[config.mk]
export PLATFORM = sky130hd
export DESIGN_NAME = mem_port_arbiter_flat
export DESIGN_NICKNAME = d
export VERILOG_FILES = /design/src/rtl/mem_port_arbiter_if.sv /design/src/rtl/mem_port_arbiter.sv /design/src/flat_wrapper.sv
export SDC_FILE = /design/constraint.sdc
export NUM_CORES = 1
export LEC_CHECK = 0
export CAP_MARGIN = 40
export CORE_MARGIN = 1
export CORE_UTILIZATION = 43
export DETAILED_ROUTE_END_ITERATION = 8
export PLACE_DENSITY = 0.86
export SETUP_SLACK_MARGIN = 0.15
export SKIP_LAST_GASP = 1
export SYNTH_ARGS = -nofsm -noshare
export SYNTH_HDL_FRONTEND = slang
export SYNTH_SLANG_ARGS = --single-unit
[constraint.sdc]
create_clock -name clk -period 5.4 [get_ports clk]
set_clock_uncertainty 0.1 [all_clocks]
set_input_delay 0.81 -clock clk [delete_from_list [all_inputs] [get_ports clk]]
set_output_delay 0.81 -clock clk [all_outputs]
set_load 0.01 [all_outputs]
[src/rtl/mem_port_arbiter_if.sv]
// Signal bundle between the pipeline IF/MEM stages, the arbiter and the memory macro.
// slave: the arbiter's view; master: the pipeline/memory side.
interface mem_port_arbiter_if;
  logic        if_req;
  logic [31:0] if_addr;
  logic        if_flush;
  logic [31:0] if_rdata;
  logic        if_done;
  logic        d_req;
  logic        d_we;
  logic [3:0]  d_be;
  logic [31:0] d_addr;
  logic [31:0] d_wdata;
  logic [31:0] d_rdata;
  logic        d_done;
  logic        mem_en;
  logic        mem_we;
  logic [3:0]  mem_be;
  logic [31:0] mem_addr;
  logic [31:0] mem_wdata;
  logic [31:0] mem_rdata;
  logic        stall_if;
  logic        stall_mem;

  modport slave (
    input  if_req, if_addr, if_flush, d_req, d_we, d_be, d_addr, d_wdata, mem_rdata,
    output if_rdata, if_done, d_rdata, d_done, mem_en, mem_we, mem_be, mem_addr,
           mem_wdata, stall_if, stall_mem
  );

  modport master (
    output if_req, if_addr, if_flush, d_req, d_we, d_be, d_addr, d_wdata, mem_rdata,
    input  if_rdata, if_done, d_rdata, d_done, mem_en, mem_we, mem_be, mem_addr,
           mem_wdata, stall_if, stall_mem
  );
endinterface

[src/rtl/mem_port_arbiter.sv]
// Single-port memory arbiter between instruction fetch and data access.
// Data has fixed priority; one access in flight, sequenced against MEM_LAT.
module mem_port_arbiter #(
  parameter int unsigned MEM_LAT = 2
) (
  input logic              clk,
  input logic              rst,
  mem_port_arbiter_if.slave bus
);

  typedef enum logic [1:0] {
    IDLE   = 2'd0,
    BUSY_I = 2'd1,
    BUSY_D = 2'd2
  } state_t;

  localparam logic [2:0] LAT = 3'(MEM_LAT);

  state_t     state;
  logic [2:0] cnt;
  logic       kill;

  logic capture;
  logic kill_now;
  logic d_elig;
  logic i_elig;
  logic grant_d;
  logic grant_i;

  // A requester whose done is high this cycle still shows a stale req; mask it.
  // A completing requester is also excluded at the back-to-back slot unless its fetch was killed.
  always_comb begin
    capture  = (state != IDLE) && (cnt == 3'd0);
    kill_now = kill | bus.if_flush;
    d_elig   = bus.d_req & ~bus.d_done & (state != BUSY_D);
    i_elig   = bus.if_req & ~bus.if_done & ~bus.if_flush & ((state != BUSY_I) | kill);
    grant_d  = ((state == IDLE) | capture) & d_elig;
    grant_i  = ((state == IDLE) | capture) & i_elig & ~d_elig;
  end

  assign bus.stall_if  = bus.if_req & ~bus.if_done & ~bus.if_flush;
  assign bus.stall_mem = bus.d_req & ~bus.d_done;

  always_ff @(posedge clk) begin
    if (!rst) begin
      state         <= IDLE;
      cnt           <= '0;
      kill          <= 1'b0;
      bus.mem_en    <= 1'b0;
      bus.mem_we    <= 1'b0;
      bus.mem_be    <= '0;
      bus.mem_addr  <= '0;
      bus.mem_wdata <= '0;
      bus.if_rdata  <= '0;
      bus.if_done   <= 1'b0;
      bus.d_rdata   <= '0;
      bus.d_done    <= 1'b0;
    end else begin
      bus.mem_en  <= 1'b0;
      bus.if_done <= 1'b0;
      bus.d_done  <= 1'b0;

      if (state == BUSY_I && bus.if_flush) kill <= 1'b1;
      if (state != IDLE && cnt != 3'd0) cnt <= cnt - 3'd1;

      if (capture) begin
        if (state == BUSY_I && !kill_now) begin
          bus.if_rdata <= bus.mem_rdata;
          bus.if_done  <= 1'b1;
        end
        if (state == BUSY_D) begin
          bus.d_done <= 1'b1;
          if (!bus.mem_we) bus.d_rdata <= bus.mem_rdata;
        end
        state <= IDLE;
        kill  <= 1'b0;
      end

      // Grant overrides the capture's IDLE/kill updates for the back-to-back slot.
      if (grant_d) begin
        bus.mem_en    <= 1'b1;
        bus.mem_we    <= bus.d_we;
        bus.mem_be    <= bus.d_be;
        bus.mem_addr  <= bus.d_addr;
        bus.mem_wdata <= bus.d_wdata;
        state         <= BUSY_D;
        cnt           <= LAT;
      end else if (grant_i) begin
        bus.mem_en    <= 1'b1;
        bus.mem_we    <= 1'b0;
        bus.mem_be    <= '1;
        bus.mem_addr  <= bus.if_addr;
        bus.mem_wdata <= '0;
        state         <= BUSY_I;
        cnt           <= LAT;
        kill          <= 1'b0;
      end
    end
  end

endmodule

[src/flat_wrapper.sv]
// flat-port wrapper written by rule: the top's interface ports become plain ports
module mem_port_arbiter_flat 
#(
  parameter int unsigned MEM_LAT = 2
)
  (clk, rst, bus_if_req, bus_if_addr, bus_if_flush, bus_d_req, bus_d_we, bus_d_be, bus_d_addr, bus_d_wdata, bus_mem_rdata, bus_if_rdata, bus_if_done, bus_d_rdata, bus_d_done, bus_mem_en, bus_mem_we, bus_mem_be, bus_mem_addr, bus_mem_wdata, bus_stall_if, bus_stall_mem);
  mem_port_arbiter_if bus_i ();
  input logic clk;
  input logic rst;
  input wire logic [$bits(bus_i.if_req)-1:0] bus_if_req;
  input wire logic [$bits(bus_i.if_addr)-1:0] bus_if_addr;
  input wire logic [$bits(bus_i.if_flush)-1:0] bus_if_flush;
  input wire logic [$bits(bus_i.d_req)-1:0] bus_d_req;
  input wire logic [$bits(bus_i.d_we)-1:0] bus_d_we;
  input wire logic [$bits(bus_i.d_be)-1:0] bus_d_be;
  input wire logic [$bits(bus_i.d_addr)-1:0] bus_d_addr;
  input wire logic [$bits(bus_i.d_wdata)-1:0] bus_d_wdata;
  input wire logic [$bits(bus_i.mem_rdata)-1:0] bus_mem_rdata;
  output wire logic [$bits(bus_i.if_rdata)-1:0] bus_if_rdata;
  output wire logic [$bits(bus_i.if_done)-1:0] bus_if_done;
  output wire logic [$bits(bus_i.d_rdata)-1:0] bus_d_rdata;
  output wire logic [$bits(bus_i.d_done)-1:0] bus_d_done;
  output wire logic [$bits(bus_i.mem_en)-1:0] bus_mem_en;
  output wire logic [$bits(bus_i.mem_we)-1:0] bus_mem_we;
  output wire logic [$bits(bus_i.mem_be)-1:0] bus_mem_be;
  output wire logic [$bits(bus_i.mem_addr)-1:0] bus_mem_addr;
  output wire logic [$bits(bus_i.mem_wdata)-1:0] bus_mem_wdata;
  output wire logic [$bits(bus_i.stall_if)-1:0] bus_stall_if;
  output wire logic [$bits(bus_i.stall_mem)-1:0] bus_stall_mem;
  assign bus_i.if_req = bus_if_req;
  assign bus_i.if_addr = bus_if_addr;
  assign bus_i.if_flush = bus_if_flush;
  assign bus_i.d_req = bus_d_req;
  assign bus_i.d_we = bus_d_we;
  assign bus_i.d_be = bus_d_be;
  assign bus_i.d_addr = bus_d_addr;
  assign bus_i.d_wdata = bus_d_wdata;
  assign bus_i.mem_rdata = bus_mem_rdata;
  assign bus_if_rdata = bus_i.if_rdata;
  assign bus_if_done = bus_i.if_done;
  assign bus_d_rdata = bus_i.d_rdata;
  assign bus_d_done = bus_i.d_done;
  assign bus_mem_en = bus_i.mem_en;
  assign bus_mem_we = bus_i.mem_we;
  assign bus_mem_be = bus_i.mem_be;
  assign bus_mem_addr = bus_i.mem_addr;
  assign bus_mem_wdata = bus_i.mem_wdata;
  assign bus_stall_if = bus_i.stall_if;
  assign bus_stall_mem = bus_i.stall_mem;
  mem_port_arbiter #(.MEM_LAT(MEM_LAT)) u_core (.clk(clk), .rst(rst), .bus(bus_i));
endmodule
==> results of run 1 <==
## Yosys cell counts, types with 2 or more instances
library cell    n
nand2_1       163
dfxtp_1       142
a21oi_1        70
clkbuf_1       40
a22o_1         33
nand3_1        32
o2111ai_1      32
o211ai_1       22
buf_2          14
o211ai_2       10
nor2_1          9
inv_1           6
o21ai_0         5
buf_1           3
nor2b_1         3
nor3_1          3
buf_6           2
ha_1            2
## final timing paths
kind,startpoint,endpoint,cells after the start
min,u_core.bus.if_rdata[29],u_core.bus.if_rdata[29],2
max reg2reg,u_core.cnt[0],u_core.bus.mem_addr[15],7
max,bus_if_flush,bus_stall_if,4
min reg2reg,u_core.bus.if_rdata[29],u_core.bus.if_rdata[29],2
## power breakdown
group | switching [mW] | total [mW] | internal (mW) | leakage [nW]
registers | 0.0459 | 1.17 | 1.13 | 1.16
clock network | 0.432 | 1.07 | 0.638 | 0.258
logic | 0.259 | 0.553 | 0.294 | 1.68
total | 0.737 | 2.80 | 2.06 | 3.10
## sequential cells by signal, summed over array words and instances (netlist names), 2 cells and up
name	cells
u_core.bus.d_rdata	32
u_core.bus.if_rdata	32
u_core.bus.mem_addr	32
u_core.bus.mem_be	4
u_core.bus.mem_wdata	32
u_core.cnt	3
u_core.state	2
## area by class of cell
class	count	area (µm²)
fill	872	3320
timing repair buffer	284	2870
sequential	142	2840
multi-input combinational	404	2300
clock buffer	20	447
tap	168	210
clock inverter	10	93.8
inverter	7	26.3
## placed cells by master, fill, tap and decap left out, types with 6 or more instances in the layout
cell	Yosys	routed
o211ai_2	10	10
clkdlybuf4s50_1	0	274
clkbuf_16	0	17
a21oi_1	70	70
nand3_1	32	32
nand2_1	163	163
dfxtp_1	142	142
inv_1	6	6
a22o_1	33	33
o2111ai_1	32	32
o211ai_1	22	22
buf_4	0	6
nor2_1	9	9
## critical path, delay by kind of cell
family / cells / cell delay, ns
buf+inv: 3 / 1.28
simple gates: 1 / 0.80
## per-stage QoR
step                 util  cells  hold slack, ns
finish              0.726   1035           0.354
global route        0.726   1035           0.372
CTS                 0.726   1035           0.354
detailed placement  0.681   1005           0.346
global placement    0.675   1002           0.341
floorplan               -    612           0.377
## routing by layer
layer,wire [µm],track usage
met4,623,0.148
met3,1260,0.0701
met2,8600,0.457
met1,6780,0.298
met5,0,0
## logic make-up (layout without fill, tap and decap cells)
family          Yosys count  after routing  synth area share
flops                   142            142             0.527
compound gates          181            181             0.244
xor+xnor                  1              1           0.00162
simple gates            219            219             0.169
mux                       1              1           0.00209
fa+ha+maj                 2              2           0.00464
buf+inv                  66            321            0.0519
==> out/qor.csv, run 1 <==
metric,value,unit
drt_iter0_markers,517,
portBuffers,275,
synthArstFlopShare,0,
gp_congestion,0.786,
n_antenna_cell,0,
die_h,114,µm
hold_viol,0,
post-cts-setup-buffer-count,0,
maxCapViolations,0,
place_area,8250,µm²
grt_use_total,0.265,
period_share,0.706,
leakage,3.10,nW
drive_gt1_frac,0.0669,
num_io_pins,276,
crit_arrival,2.90,ns
antenna_found_initial,0,
drt_wl_total,17300,µm
post_cts_resized,0,
ys_seq_elements,142,
cts_tree,built,
start_util,0.446,
path_common_cell,clkdlybuf4s50_1,
tightest_slew,0.775,ns
cts_sinks,142,
via_per_inst,5.36,
coreArea,12100,µm²
syn_area_per_cell,8.82,µm²
rsz0062_at_grt,false,
worstSetupPathType,in -> out,
ys.flop_type,dfxtp_1,
vias,5546,
clk_pin_slew,0.06,ns
cp.required,4.49,ns
endpoint_kind,output port,
finalCriticalPeriod,3.81,ns
crit_path_max_incr_delay,0.80,ns
numCtsBuffers,17,
maxSlewHeadroom,0.483,
start_kind,input pin,
synth_largest_area_cell,dfxtp_1,
grt_max_degree,74,
fin_ws,1.59,ns
grt_pass1_wl,26800,µm
yosysTopAreaCellShare,0.527,
crit_fanout,35,
h-tree-depth,4,
place_ws,1.59,ns
status,"finished, final reports clean",
timing.setup.tns,0,ns
fmax,262,MHz
die_w,114,µm
power_density,318,nW/µm²
crit_chain,clkdlybuf4s50_1 -> or3b_2 -> inv_1 -> clkdlybuf4s50_1,
antenna_left,0,
drv_slew,0,
fin_nets,996,
dr.pass1.iters,5,
synth.net_count,752,
wl_per_cell,16.7,µm
gr-total-overflow,0,
drc,0,
peakVddDrop,214,µV
synth-edff-count,0,
rows,40,
hp-class,reg -> reg,
synthCells,612,
ys_seq_area_frac,0.527,
ctsLongestPathBuffers,2,
place_hpwl,12000,µm
synth_area_leaders,"dfxtp_1 (53%), nand2_1 (11%), a21oi_1 (6.5%)",
dieArea,13000,µm²
design_area,8790,µm²
yosysWarnings,0,
cts_root_buf,clkbuf_16,
clk_latency,0.42,ns
synthToLayoutAreaGrowth,62.8,%
hold_buffers,0,
ys_types,39,
reg2reg_slack,2.68,ns
finalSetupViolations,0,
critPathSlowestCell,or3b_2,
total_power,2.80,mW
syn_area,5400,µm²
grt_pass1_vias,5390,
(Power assumes the default switching activity.)
==> inputs of run 2 (changes only) <==
--- a/config.mk
+++ b/config.mk
@@ -7,9 +7,9 @@
 export LEC_CHECK = 0
 export CAP_MARGIN = 40
 export CORE_MARGIN = 1
-export CORE_UTILIZATION = 43
+export CORE_UTILIZATION = 36
 export DETAILED_ROUTE_END_ITERATION = 8
-export PLACE_DENSITY = 0.86
+export PLACE_DENSITY = 0.77
 export SETUP_SLACK_MARGIN = 0.15
 export SKIP_LAST_GASP = 1
 export SYNTH_ARGS = -nofsm -noshare
==> constraint.sdc (replaced) <==
create_clock -name clk -period 3.4 [get_ports clk]
set_clock_uncertainty 0.1 [all_clocks]
set_input_delay 0.51 -clock clk [delete_from_list [all_inputs] [get_ports clk]]
set_output_delay 0.51 -clock clk [all_outputs]
set_load 0.01 [all_outputs]
==> out/qor.csv, run 2 (same netlist as run 1, synthesis figures left out) <==
metric,value,unit
hp-class,reg -> reg,
rows,44,
gp_congestion,0.765,
finalCriticalPeriod,2.89,ns
crit_path_end,bus_stall_if,
dieArea,15500,µm²
die_w,124,µm
fin_nets,998,
antenna_left,0,
crit_arrival,2.28,ns
peakVddDrop,327,µV
place_ws,0.513,ns
reg2reg_slack,0.91,ns
antenna_found_initial,0,
numCtsBuffers,17,
post-cts-setup-buffer-count,0,
drt_wl_total,16500,µm
utilization,0.604,
num_io_pins,276,
h-tree-depth,4,
maxSlewHeadroom,0.526,
post_cts_resized,0,
cts_sinks,142,
whs,0.350,ns
status,"finished, final reports clean",
endpoint_kind,output port,
n_antenna_cell,0,
synthToLayoutAreaGrowth,63.3,%
start_util,0.370,
final_common_cell,clkdlybuf4s50_1,
r2r-start,u_core.cnt[0],
wl_per_cell,15.6,µm
power_density,510,nW/µm²
ff2ff_path_depth,8,
die_h,124,µm
tightest_slew,0.711,ns
cts_tree,built,
fill_cells,1290,
hold_buffers,0,
crit_fanout,4,
vias,5363,
clk_latency,0.40,ns
cts_root_buf,clkbuf_16,
ctsLongestPathBuffers,2,
final_cell_mix,"clkdlybuf4s50_1 (274), nand2_1 (163), dfxtp_1 (142), a21oi_1 (70), a22o_1 (33)",
fin_ws,0.509,ns
worstSetupPathType,in -> out,
timing.setup.tns,0,ns
drv_slew,0,
start_kind,input pin,
gr-total-overflow,0,
via_per_inst,5.09,
coreArea,14600,µm²
cp.required,2.79,ns
rsz0062_at_grt,false,
leakage,3.11,nW
stdcell_count,1054,
grt_use_total,0.214,
r2r_end,u_core.cnt[2],
fmax,346,MHz
hold_viol,0,
drc,0,
placed_cells,1023,
drt_iter0_markers,253,
finalSetupViolations,0,
drive_gt1_frac,0.0667,
grt_pass1_vias,5238,
total_power,4.49,mW
portBuffers,275,
grt_max_degree,70,
clk_pin_slew,0.06,ns
place_area,8260,µm²
maxCapViolations,0,
startpoint,bus_if_flush,
grt_pass1_wl,26600,µm
place_hpwl,11200,µm
design_area,8820,µm²
dr.pass1.iters,5,
period_share,0.850,
-- run 2: worst min path at each step --
stage | from | end | slack, ns | cells after the start
6_report | u_core.bus.d_rdata[17] | u_core.bus.d_rdata[17] | 0.35 | 2
4_1_cts | u_core.bus.if_rdata[2] | u_core.bus.if_rdata[2] | 0.35 | 2
2_1_floorplan | u_core.cnt[2] | u_core.cnt[2] | 0.38 | 2
3_3_place_gp | u_core.bus.if_rdata[12] | u_core.bus.if_rdata[12] | 0.34 | 2
3_5_place_dp | u_core.bus.d_rdata[25] | u_core.bus.d_rdata[25] | 0.35 | 2
5_1_grt | u_core.bus.if_rdata[28] | u_core.bus.if_rdata[28] | 0.37 | 2
-- run 2: worst max-delay path, stage by stage --
cell	delay (ns)
clkdlybuf4s50_1	0.52
or3b_2	0.50
inv_1	0.14
clkdlybuf4s50_1	0.61
-- run 2: metal layers --
layer  part of all wire  global-route usage  wire length (µm)  vias up
met4              0.023              0.0822               380        0
met3              0.084              0.0855              1390       24
met5                  0                   0                 0        -
li1                   -                   -                 -     2656
met1               0.41               0.251              6800     2468
met2               0.48               0.349              7910      215
-- run 2: final cells by class --
class / instances / area (µm²) / share of cell area
multi-input combinational: 404 / 2300 / 0.261
sequential: 142 / 2840 / 0.322
timing repair buffer: 286 / 2860 / 0.324
clock buffer: 24 / 472 / 0.0535
inverter: 7 / 26.3 / 0.00298
tap: 184 / 230 / 0.0261
clock inverter: 7 / 87.6 / 0.00993
-- run 2: report_power, final --
group	leakage, nW	switching (mW)	internal [mW]
clock network	0.274	0.659	1.11
registers	1.16	0.0672	1.79
logic	1.67	0.405	0.464
